**src/rtl/log_flaf_pkg.sv**
```systemverilog
// Shared definitions for the logarithmic FLAF weight-update engine:
// FSM states, log/linear format constants, saturation limits and the antilog table.
package log_flaf_pkg;

    typedef enum logic [2:0] {
        ST_IDLE,
        ST_RD,
        ST_CALC,
        ST_WR,
        ST_DONE
    } state_t;

    localparam int QP        = 12;
    localparam int LOG_WIDTH = 17;

    localparam logic [15:0] W_MAX = 16'h7FFF;
    localparam logic [15:0] W_MIN = 16'h8000;
    localparam logic [15:0] D_MAX = 16'h7FFF;

    // round(4096 * 2^(i/64)), indexed by the top six fraction bits
    localparam logic [12:0] ANTILOG_TABLE [64] = '{
        13'd4096, 13'd4141, 13'd4186, 13'd4231, 13'd4277, 13'd4324, 13'd4371, 13'd4419,
        13'd4467, 13'd4515, 13'd4565, 13'd4614, 13'd4664, 13'd4715, 13'd4767, 13'd4819,
        13'd4871, 13'd4924, 13'd4978, 13'd5032, 13'd5087, 13'd5142, 13'd5198, 13'd5255,
        13'd5312, 13'd5370, 13'd5428, 13'd5487, 13'd5547, 13'd5607, 13'd5668, 13'd5730,
        13'd5793, 13'd5856, 13'd5919, 13'd5984, 13'd6049, 13'd6115, 13'd6182, 13'd6249,
        13'd6317, 13'd6386, 13'd6455, 13'd6526, 13'd6597, 13'd6668, 13'd6741, 13'd6814,
        13'd6889, 13'd6964, 13'd7039, 13'd7116, 13'd7194, 13'd7272, 13'd7351, 13'd7431,
        13'd7512, 13'd7594, 13'd7677, 13'd7760, 13'd7845, 13'd7930, 13'd8016, 13'd8104
    };

endpackage

```
**src/rtl/antilog_lut.sv**
```systemverilog
// Combinational log fraction to Q12 mantissa in [4096, 8191].
// ANTILOG_LUT_EN selects the 64-entry table; otherwise Mitchell's 1+f approximation.
module antilog_lut
    import log_flaf_pkg::*;
(
    input  logic [11:0] frac,
    output logic [12:0] mant
);

`ifdef ANTILOG_LUT_EN
    logic unused_frac_low;

    assign unused_frac_low = ^frac[5:0];
    assign mant            = ANTILOG_TABLE[frac[11:6]];
`else
    assign mant = {1'b1, frac};
`endif

endmodule

```
**src/rtl/log_weight_update.sv**
```systemverilog
// Sequential log-domain LMS weight updater: one adder, one shifter and an antilog
// stage shared across all taps. Mantissa source selected by ANTILOG_LUT_EN.
module log_weight_update
    import log_flaf_pkg::*;
#(
    parameter int WIDTH     = 16,
    parameter int QP        = 12,
    parameter int LOG_WIDTH = 17,
    parameter int TAPS      = 8,
    parameter int ADDR_W    = 3
) (
    input  logic                 clk,
    input  logic                 rstn,
    input  logic                 start,
    input  logic [LOG_WIDTH-1:0] log_error,
    input  logic                 log_error_sign,
    input  logic                 log_error_valid,
    output logic                 busy,
    output logic                 done,
    output logic [ADDR_W-1:0]    tap_addr,
    input  logic [LOG_WIDTH-1:0] log_x,
    input  logic                 log_x_sign,
    input  logic                 log_x_valid,
    input  logic [WIDTH-1:0]     w_rd_data,
    output logic                 w_wr_en,
    output logic [WIDTH-1:0]     w_wr_data
);

    localparam int KW = LOG_WIDTH + 1 - QP;
    localparam logic signed [KW-1:0] K_SAT = KW'(3);
    localparam logic [KW-1:0]        K_ZERO = KW'(QP + 1);

    state_t                state_q, state_d;
    logic [ADDR_W-1:0]     tap_q, tap_d;
    logic [LOG_WIDTH-1:0]  err_q, err_d;
    logic                  err_sign_q, err_sign_d;
    logic                  err_valid_q, err_valid_d;
    logic [WIDTH-1:0]      w_new_q, w_new_d;
    logic                  upd_q, upd_d;

    logic signed [LOG_WIDTH:0] log_sum;
    logic signed [KW-1:0]      shift_k;
    logic [KW-1:0]             shift_r;
    logic [QP-1:0]             frac;
    logic [12:0]               mant;
    logic [WIDTH-1:0]          mag;
    logic signed [WIDTH:0]     delta;
    logic signed [WIDTH:0]     upd_sum;
    logic [WIDTH-1:0]          w_sat;

    antilog_lut u_antilog (
        .frac (frac),
        .mant (mant)
    );

    always_ff @(posedge clk) begin
        if (!rstn) begin
            state_q     <= ST_IDLE;
            tap_q       <= '0;
            err_q       <= '0;
            err_sign_q  <= 1'b0;
            err_valid_q <= 1'b0;
            w_new_q     <= '0;
            upd_q       <= 1'b0;
        end else begin
            state_q     <= state_d;
            tap_q       <= tap_d;
            err_q       <= err_d;
            err_sign_q  <= err_sign_d;
            err_valid_q <= err_valid_d;
            w_new_q     <= w_new_d;
            upd_q       <= upd_d;
        end
    end

    // Log-domain product, antilog, then signed saturating accumulate.
    always_comb begin
        log_sum = $signed({err_q[LOG_WIDTH-1], err_q}) + $signed({log_x[LOG_WIDTH-1], log_x});
        shift_k = log_sum[LOG_WIDTH:QP];
        frac    = log_sum[QP-1:0];
        shift_r = $unsigned(-shift_k);
        mag     = '0;
        if (!shift_k[KW-1]) begin
            if (shift_k >= K_SAT) begin
                mag = D_MAX;
            end else begin
                mag = WIDTH'(mant) << $unsigned(shift_k);
            end
        end else if (shift_r < K_ZERO) begin
            mag = WIDTH'(mant) >> shift_r;
        end
        delta = $signed({1'b0, mag});
        if (err_sign_q ^ log_x_sign) begin
            delta = -delta;
        end
        upd_sum = $signed({w_rd_data[WIDTH-1], w_rd_data}) + delta;
        w_sat   = upd_sum[WIDTH-1:0];
        if (upd_sum[WIDTH] != upd_sum[WIDTH-1]) begin
            w_sat = upd_sum[WIDTH] ? W_MIN : W_MAX;
        end
    end

    always_comb begin
        state_d     = state_q;
        tap_d       = tap_q;
        err_d       = err_q;
        err_sign_d  = err_sign_q;
        err_valid_d = err_valid_q;
        w_new_d     = w_new_q;
        upd_d       = upd_q;
        case (state_q)
            ST_IDLE: begin
                if (start) begin
                    err_d       = log_error;
                    err_sign_d  = log_error_sign;
                    err_valid_d = log_error_valid;
                    tap_d       = '0;
                    state_d     = ST_RD;
                end
            end
            ST_RD: state_d = ST_CALC;
            ST_CALC: begin
                w_new_d = w_sat;
                upd_d   = err_valid_q & log_x_valid;
                state_d = ST_WR;
            end
            ST_WR: begin
                if (tap_q == ADDR_W'(TAPS - 1)) begin
                    state_d = ST_DONE;
                end else begin
                    tap_d   = tap_q + 1'b1;
                    state_d = ST_RD;
                end
            end
            ST_DONE: state_d = ST_IDLE;
            default: state_d = ST_IDLE;
        endcase
    end

    assign busy      = (state_q != ST_IDLE);
    assign done      = (state_q == ST_DONE);
    assign tap_addr  = tap_q;
    assign w_wr_en   = (state_q == ST_WR) & upd_q;
    assign w_wr_data = w_new_q;

endmodule

```
**config.mk**
```make
export PLATFORM = sky130hd
export DESIGN_NAME = log_weight_update
export DESIGN_NICKNAME = d
export VERILOG_FILES = /design/src/rtl/log_flaf_pkg.sv /design/src/rtl/antilog_lut.sv /design/src/rtl/log_weight_update.sv
export SDC_FILE = /design/constraint.sdc
export NUM_CORES = 1
export LEC_CHECK = 0
export ABC_AREA = 0
export CORE_AREA = 2 2 147 113
export DETAILED_ROUTE_END_ITERATION = 16
export DIE_AREA = 0 0 149 115
export GPL_TIMING_DRIVEN = 0
export PLACE_DENSITY = 0.64
export SETUP_SLACK_MARGIN = 0.05
export SYNTH_ARGS = -nofsm -noshare
export SYNTH_HDL_FRONTEND = slang
export SYNTH_HIERARCHICAL = 1
export SYNTH_SLANG_ARGS = --single-unit
export TNS_END_PERCENT = 10
```
**constraint.sdc**
```tcl
create_clock -name clk -period 10.35 [get_ports clk]
set_clock_uncertainty 0.2 [all_clocks]
set_input_delay 1.5525 -clock clk [delete_from_list [all_inputs] [get_ports clk]]
set_output_delay 1.5525 -clock clk [all_outputs]
set_load 0.01 [all_outputs]
```
==> out/summary.txt, run 1 <==
status = completed
DRC = 0
largest net degree at the start of global routing = 13
part of the power in registers = 12.8%
syn nets = 781
Hold Vio Cnt, Final = 0
Synth async-reset ratio = 0%
DR pass1 iterations = 5
die area = 17,100 um^2
Rel. slew slack = 16.7%
Initial Utilization = 34.3%
Hold/Removal Path Class = reg -> reg
Die Height = 115 um
Worst setup EP type = flop
Avg Inst Size Synth = 7.89 um^2
post-synth top area share = 15.6%
worst path arrival time = 9.90 ns
Least-Margin Pin Slew = 1.25 ns
Internal Power = 0.810 mW
largest area contributor in the netlist = dfxtp_1
TritonCTS Buffers = 5
fin crit period = 9.89 ns
clock-pin slew on the worst setup and hold paths = 0.06 ns
Worst-Skew Late Latency = 0.29 ns
CTS Sinks = 42
Routed Antenna Nets = 0
Port-buffer cells = 77
CP required = 10.36 ns
RSZ-0062 raised after global routing = false
layout cell share with drive strength beyond 1 = 16.5%
Distinct cells, synth = 83
Core Box Area = 15,700 um^2
Synth warnings = 6
max frequency = 101 MHz
Max-cap violations = 0
H-tree level count = 2
global-route wire length before repair = 24,800 um
Fill cells = 1,602
Avg WL per Cell = 15.4 um
initial antenna violation count = 0
slowest stage cell on the critical path = clkdlybuf4s50_1
routability cong. = 0.917
Row Count = 40
routed vias = 5,272
antenna diode count = 0
DRT Wirelength = 15,200 um
global-route usage over all layers = 17.8%
Die X = 149 um
register area share after synthesis = 15.6%
Worst setup SP type = input pin
Psw = 0.719 mW
vias per cell = 5.34
CTS root buf = clkbuf_16
worst-path maximum fanout = 10
vias in the first global route = 4,874
# IOs = 79
top post-synthesis cells by area = dfxtp_1 (16%), ha_1 (9.1%), nand2_1 (5.6%)
1st-iter DRT viols = 331
IR Drop Worst-Case VDD = 88.1 uV
nets = 875
combinational share of power = 75.2%
synth-to-layout area growth = 27.4%
leakage = 2.70 nW
EDFF count, synth = 0
PD cells = 223 nW/um^2
CTS tree = done
period utilisation layout = 95.6%
end-of-flow core utilization = 43.7%
Clock power frac = 12.0%
hpwl dp = 12,000 um
critical path class = in -> reg
synthesized flop and latch total = 42
Longest Clk Path Bufs = 2
Post-synth top flop = dfxtp_1
total global routing overflow = 0
final setup TNS = 0 ns
Syn Std Cell Area = 5390 um^2
Mapped Cells = 683
Slew Limit Fails = 0
sw frac = 47.0%
Critical Path Max Stage Delay = 0.45 ns
Final setup viols = 0
final total power = 1.53 mW
through the flow:
step / hold WS [ns] / area, um^2 / cells / worst slack (ns)
2_1_floorplan: 0.236 / 5390 / 683 / 0.733
3_3_place_gp: 0.254 / 6420 / 970 / -1.20
3_5_place_dp: 0.260 / 6420 / 970 / -1.26
4_1_cts: 0.272 / 6660 / 977 / 0.0580
5_1_grt: 0.285 / 6870 / 987 / 0.0120
6_report: 0.268 / 6870 / 987 / 0.459
cell usage in the layout, fill, tap and decap left out, types with 13 or more instances in the layout:
| master | count |
|---|---|
| nand3_1 | 22 |
| o21ai_0 | 17 |
| ha_1 | 35 |
| xor2_1 | 16 |
| nand2_1 | 81 |
| dfxtp_1 | 42 |
| inv_1 | 19 |
| mux2i_1 | 28 |
| clkbuf_1 | 17 |
| a21boi_0 | 23 |
| clkdlybuf4s50_1 | 77 |
| nor3_1 | 13 |
| nor2_1 | 43 |
| a21oi_1 | 50 |
| buf_4 | 26 |
| xnor2_1 | 29 |
flip-flops by register name, summed over array words and instances (netlist names):
signal	cells
state_q	3
w_wr_data	16
upd_q	1
err_sign_q	1
err_valid_q	1
tap_addr	3
err_q	17
worst max-delay path: cells and delay by family:
family	cells	cell delay [ns]
buffers and inverters	9	1.58
and+or+nand+nor	5	1.16
AOI/OAI and AO/OA	16	3.70
adders and majority gates	4	1.21
muxes	1	0.33
xor gates and xnor gates	2	0.35
repair_timing:
| action | 4_1_cts | 5_1_grt |
|---|---|---|
| pin swaps | 0 | 12 |
| hold buffers | 0 | 0 |
| gates resized for setup | 16 | 30 |
| setup buffers | 1 | 10 |
| endpoints found under the setup margin | 16 | 15 |
per-layer routing:
metal	part of all wire, %	wire length, um	vias to the layer above	global-route usage, %
li1	-	-	2685	-
met1	53	8000	2437	27.8
met2	41	6170	144	25.9
met3	6.1	930	6	2.26
met4	0.70	106	0	3.43
met5	0	0	-	0
cell type report:
type                       count  area (um^2)  share of cell area [%]
buffer                        51          327                    4.75
clock buffer                   6          139                    2.02
clock inverter                 1         30.0                   0.437
inverter                      21         78.8                    1.15
multi-input combinational    568         4340                    63.2
sequential                    42          841                    12.2
tap                          210          263                    3.82
timing repair buffer          88          853                    12.4
power groups by stage:
stage / clock [mW] / combinational [mW] / sequential [mW]
after floorplan: 0 / 0.796 / 0.202
after global placement: 0 / 1.03 / 0.198
after detailed placement: 0 / 1.03 / 0.199
after CTS: 0.187 / 1.06 / 0.195
after global routing: 0.194 / 1.25 / 0.197
final: 0.183 / 1.15 / 0.195
path summary, 6_finish.rpt:
check,start,to,slack (ns),cells after the start
worst max register to register,err_q[1],w_wr_data[3],1.88,36
worst max-delay path,log_x[1],w_wr_data[3],0.46,37
worst min register to register,err_q[10],err_q[10],0.27,2
worst min-delay path,err_q[10],err_q[10],0.27,2
Yosys cell counts, types with 4 or more instances:
cell type and n:
nand2_1 81, a21oi_1 54, nor2_1 43, dfxtp_1 42, ha_1 39, xnor2_1 31, mux2i_1 30, a21boi_0 23
nand3_1 22, clkbuf_1 20, o21ai_0 20, inv_1 19, xor2_1 16, buf_4 14, nor3_1 13, a211oi_2 12
a21o_1 10, mux2_2 10, nand2b_1 10, a31oi_1 9, and3_1 8, a41oi_1 7, and2_1 7, buf_2 7
buf_6 6, nand4_1 6, nor4_1 6, o211ai_1 6, o21a_1 6, buf_1 5, mux4_2 5, o21ai_1 5
o21bai_1 5, or2_2 5, a211oi_1 4, nand3b_1 4, nor2b_1 4
kinds of logic (layout without fill, tap and decap cells):
group | after synthesis | count (layout) | share of synthesized area, %
simple gates | 231 | 231 | 21.4
compound gates | 201 | 201 | 27.9
buf+inv | 73 | 167 | 7.05
xor+xnor | 48 | 48 | 8.08
mux | 46 | 46 | 10.0
flops | 42 | 42 | 15.6
fa+ha+maj | 41 | 41 | 9.79
other cells | 1 | 1 | 0.0696
(Power assumes the default switching activity.)
==> run 2: changes to the inputs <==
Settings changed: CORE_AREA 2 2 147 113 to 2 2 126 97, DIE_AREA 0 0 149 115 to 0 0 128 99, PLACE_DENSITY 0.64 to 0.8, REMOVE_ABC_BUFFERS set to 1.
==> run 2 against run 1 <==
Against the previous run:
- clock power fell by 12%
- largest power group unchanged
- register-to-register slack better by 0.08 ns
- non-clock buffer count decreased by 45
==> out/summary.txt, run 2 (synthesized netlist as in run 1, its figures left out) <==
TritonCTS Buffers = 5
HP Start = err_q[9]
Largest register FFs = 17
Max-cap violations = 0
Psw = 0.713 mW
initial antenna violation count = 0
sw frac = 49.0%
Core Box Area = 11,400 um^2
H-tree level count = 2
largest net degree at the start of global routing = 29
Die Height = 99 um
Slew Limit Fails = 0
reg2reg start = err_q[0]
hpwl dp = 11,500 um
routed vias = 5,311
Routed Antenna Nets = 0
Internal Power = 0.741 mW
max frequency = 102 MHz
leakage = 2.55 nW
1st-iter DRT viols = 361
Die X = 128 um
nets = 831
Hold WS = 0.273 ns
synth-to-layout area growth = 20.9%
vias per cell = 6.05
Worst path most repeated cell = nor2_1
Worst setup SP type = input pin
total length of routed met2 wires = 6830 um
CTS Sinks = 42
R2R Path End = w_wr_data[2]
global-route usage over all layers = 24.0%
vias in the first global route = 5,226
Post-CTS Hold Fix Bufs = 0
Placed Cells = 855
Avg WL per Cell = 17.4 um
cell count of the worst reg-to-reg path = 41
fin crit period = 9.79 ns
Critical Path Max Stage Delay = 0.46 ns
M1 WL = 7290 um
final total power = 1.45 mW
global-route wire length before repair = 24,900 um
status = completed
Clock power frac = 11.0%
CTS tree = done
hold path depth = 2
top layer used by detailed routing = met4
total global routing overflow = 0
clock-pin slew on the worst setup and hold paths = 0.07 ns
part of the power in registers = 13.5%
largest reg by FF count = err_q
Final setup viols = 0
most frequent cells in the layout = nand2_1 (81), clkdlybuf4s50_1 (78), a21oi_1 (49)
critical path class = in -> reg
WHS Endpoint = err_q[9]
Port-buffer cells = 78
RSZ-0062 raised after global routing = false
Rel. slew slack = 24.0%
Row Count = 34
combinational share of power = 75.4%
PD cells = 223 nW/um^2
Initial Utilization = 47.3%
routability cong. = 0.934
DRC = 0
CTS root buf = clkbuf_16
Least-Margin Pin Slew = 1.14 ns
CP required = 10.36 ns
# IOs = 79
commonest non-fill, non-tap cell in the layout = nand2_1
Longest Clk Path Bufs = 2
slowest stage cell on the critical path = o41a_1
Hold Vio Cnt, Final = 0
antenna diode count = 0
DR pass1 iterations = 5
Post-Layout Cell Count = 878
reg2reg setup slack = 1.96 ns
layout cell share with drive strength beyond 1 = 14.4%
Hold/Removal Path Class = reg -> reg
Worst setup EP type = flop
period utilisation layout = 94.6%
DRT Wirelength = 15,300 um
met3 wire length = 992 um
worst-path maximum fanout = 21
IR Drop Worst-Case VDD = 87.6 uV
die area = 12,700 um^2
worst path arrival time = 9.79 ns
Worst-Skew Late Latency = 0.29 ns
run 2: cell count changes in the layout (fill, tap and decap cells not counted), moves of 2 or more:
| cell | change |
|---|---|
| buf_4 | -13 |
| mux2i_4 | -2 |
| buf_1 | -3 |
| clkbuf_1 | -16 |
| a21oi_2 | +2 |
| o21ai_1 | -2 |
| buf_2 | -6 |
| buf_6 | -6 |
| clkbuf_4 | -2 |
| ha_1 | +2 |
| nor3_4 | +2 |
run 2: cell type report:
| cell class | instances | area [um^2] |
|---|---|---|
| inverters | 21 | 81.3 |
| well taps | 144 | 180 |
| clock inverters | 2 | 13.8 |
| repair buffers | 94 | 925 |
| fillers | 1061 | 4880 |
| clock buffers | 6 | 129 |
| multi-input cells | 569 | 4350 |
| flip-flops and latches | 42 | 841 |
run 2: how the worst max path moves through the flow:
stage / startpoint / end / cells after the start
after floorplan: log_x[0] / w_wr_data[2] / 34
after global placement: log_x[0] / w_wr_data[2] / 35
after detailed placement: log_x[0] / w_wr_data[12] / 38
after CTS: log_x[1] / w_wr_data[14] / 36
after global routing: log_x[1] / w_wr_data[10] / 37
final: log_x[1] / w_wr_data[2] / 39
run 2: stage by stage:
| stage | cell area [um^2] | util, % | setup TNS (ns) | worst slack, ns |
|---|---|---|---|---|
| floorplan | 5090 | - | -0.858 | -0.0832 |
| global placement | 6050 | 53.1 | -37.71 | -2.55 |
| detailed placement | 6080 | 53.4 | -19.74 | -1.43 |
| CTS | 6360 | 55.8 | 0 | 0.0620 |
| global route | 6520 | 57.2 | 0 | 0.0365 |
| finish | 6520 | 57.2 | 0 | 0.563 |
run 2: power groups by stage:
stage                     clock network (mW)  logic (mW)  registers [mW]
after floorplan                            0       0.752           0.204
after global placement                     0       0.962           0.199
after detailed placement                   0       0.989           0.200
after CTS                              0.167        1.03           0.197
after global routing                   0.172        1.20           0.200
final                                  0.161        1.10           0.197
run 2: per-layer routing:
layer | GRT usage [%] | vias to the layer above
met3 | 5.97 | 15
li1 | - | 2600
met1 | 33.0 | 2541
met5 | 0 | -
met4 | 5.75 | 0
met2 | 37.9 | 155
run 2: worst max-delay path, delay by kind of cell:
kind	cells	cell delay [ns]
buffers and inverters	7	1.23
AND/OR/NAND/NOR	11	1.41
AO/OA/AOI/OAI	14	3.73
adder cells (fa/ha/maj)	4	1.21
XOR/XNOR	1	0.19
multiplexers	2	0.44
run 2: timing repair:
action                     in CTS  in global routing
buffers inserted                7                  7
pin swaps                       4                  3
setup endpoints to repair      16                 15
gates resized for setup        12                 21
cloned                          1                  0
==> run 3: changes to the inputs <==
Settings changed: REMOVE_ABC_BUFFERS 1 to unset.
==> run 3 against run 2 <==
Against the previous run:
- first-iteration DRC count is 5.8% higher
- sequential power is essentially flat
- critical path depth did not move
- wire length down 2.4%
- sequential share of layout area shrank 0.53 points
- worst setup slack worse by 0.032 ns
- die area did not move
- critical path type unchanged
- largest cell class unchanged
- highest routed layer unchanged
==> out/summary.txt, run 3 (synthesized netlist as in run 1, its figures left out) <==
Post-Layout Cell Count = 920
Post-CTS Hold Fix Bufs = 0
critical path class = in -> reg
Port-buffer cells = 77
Rel. slew slack = 17.3%
die area = 12,700 um^2
Worst setup SP type = input pin
CTS root buf = clkbuf_16
vias in the first global route = 5,074
Die X = 128 um
H-tree level count = 2
final setup TNS = 0 ns
Max-cap violations = 0
routed vias = 5,469
initial antenna violation count = 0
clock-pin slew on the worst setup and hold paths = 0.07 ns
Hold/Removal Path Class = reg -> reg
Fill cells = 1,014
IR Drop Worst-Case VDD = 115 uV
Initial Utilization = 47.3%
1st-iter DRT viols = 382
leakage = 2.70 nW
reg2reg setup slack = 1.93 ns
hpwl dp = 11,600 um
largest reg by FF count = err_q
sw frac = 48.5%
DRC = 0
Longest Clk Path Bufs = 2
Die Height = 99 um
CTS Sinks = 42
reg2reg start = err_q[0]
R2R Path End = w_wr_data[9]
Worst setup EP type = flop
Routed Antenna Nets = 0
Worst path most repeated cell = buf_6
combinational share of power = 76.1%
# IOs = 79
max frequency = 102 MHz
routability cong. = 0.986
placed cell area = 6340 um^2
global-route wire length before repair = 24,600 um
largest net degree at the start of global routing = 17
Slew Limit Fails = 0
Core Box Area = 11,400 um^2
Largest register FFs = 17
DRT Wirelength = 14,900 um
layout cell share with drive strength beyond 1 = 16.8%
Psw = 0.732 mW
CP required = 10.36 ns
Placed Cells = 904
slowest stage cell on the critical path = or3b_2
total global routing overflow = 0
Clock power frac = 11.0%
Internal Power = 0.777 mW
status = completed
Avg WL per Cell = 16.2 um
Least-Margin Pin Slew = 1.24 ns
TritonCTS Buffers = 5
RSZ-0062 raised after global routing = false
post-route design area = 6800 um^2
Setup crit end = w_wr_data[9]
Final setup viols = 0
Critical Path Max Stage Delay = 0.52 ns
synth-to-layout area growth = 26.1%
CTS tree = done
cell count of the worst reg-to-reg path = 38
Worst-Skew Late Latency = 0.30 ns
antenna diode count = 0
DR pass1 iterations = 5
part of the power in registers = 12.9%
global-route usage over all layers = 23.4%
period utilisation layout = 94.9%
fin crit period = 9.82 ns
Hold Vio Cnt, Final = 0
nets = 873
worst path arrival time = 9.83 ns
most frequent cells in the layout = nand2_1 (81), clkdlybuf4s50_1 (77), a21oi_1 (49)
PD cells = 222 nW/um^2
Row Count = 34
CP Launch Point = log_x[0]
final total power = 1.51 mW
vias per cell = 5.94
commonest non-fill, non-tap cell in the layout = nand2_1
worst-path maximum fanout = 10
run 3: cell count changes in the layout (fill, tap and decap cells not counted), moves of 2 or more:
cell,change
ha_1,-2
buf_6,+7
buf_1,+3
a21oi_2,-2
clkbuf_1,+16
buf_4,+13
buf_2,+5
o21ai_1,+2
nor3_4,-2
a21oi_4,+2
run 3: worst min-delay path by stage:
| stage | cells after the start | from | end |
|---|---|---|---|
| after floorplan | 2 | upd_q | upd_q |
| after global placement | 2 | err_q[2] | err_q[2] |
| after detailed placement | 2 | err_q[2] | err_q[2] |
| after CTS | 2 | err_q[2] | err_q[2] |
| after global routing | 2 | err_q[3] | err_q[3] |
| final | 2 | err_q[3] | err_q[3] |
run 3: cell type report:
| class | count | area, um^2 | share of cell area [%] |
|---|---|---|---|
| multi-input cells | 568 | 4380 | 64.5 |
| repair buffers | 87 | 846 | 12.4 |
| flip-flops and latches | 42 | 841 | 12.4 |
| plain buffers | 50 | 318 | 4.68 |
| well taps | 144 | 180 | 2.65 |
| clock buffers | 5 | 125 | 1.84 |
| inverters | 21 | 78.8 | 1.16 |
| clock inverters | 3 | 27.5 | 0.405 |
run 3: timing repair:
| action | in CTS | in global routing |
|---|---|---|
| endpoints found under the setup margin | 16 | 16 |
| resized for setup | 18 | 33 |
| setup buffers | 0 | 10 |
| pin swaps | 0 | 12 |
run 3: stage by stage:
stage / utilization (%) / hold slack [ns] / worst slack [ns]
after floorplan: - / 0.236 / 0.733
after global placement: 55.6 / 0.255 / -1.20
after detailed placement: 55.6 / 0.263 / -1.28
after CTS: 57.6 / 0.272 / 0.0530
after global routing: 59.6 / 0.286 / 0.0658
final: 59.6 / 0.269 / 0.531
run 3: power groups by stage:
stage               clock, mW  combinational [mW]  sequential [mW]
detailed placement          0                1.03            0.198
floorplan                   0               0.796            0.202
global placement            0                1.02            0.198
CTS                     0.166                1.06            0.195
global route            0.175                1.25            0.198
finish                  0.166                1.15            0.195
run 3: per-layer routing:
layer / GRT usage, % / vias up / wire [um]
li1: - / 2686 / -
met1: 35.6 / 2577 / 7380
met2: 35.6 / 192 / 6330
met3: 3.37 / 14 / 1040
met4: 3.55 / 0 / 131
met5: 0 / - / 0
run 3: worst max-delay path, delay by kind of cell:
family,cells,cell delay (ns)
compound gates,15,3.08
buf+inv,10,1.71
fa+ha+maj,5,1.43
simple gates,6,1.36
mux,1,0.35
xor+xnor,2,0.35
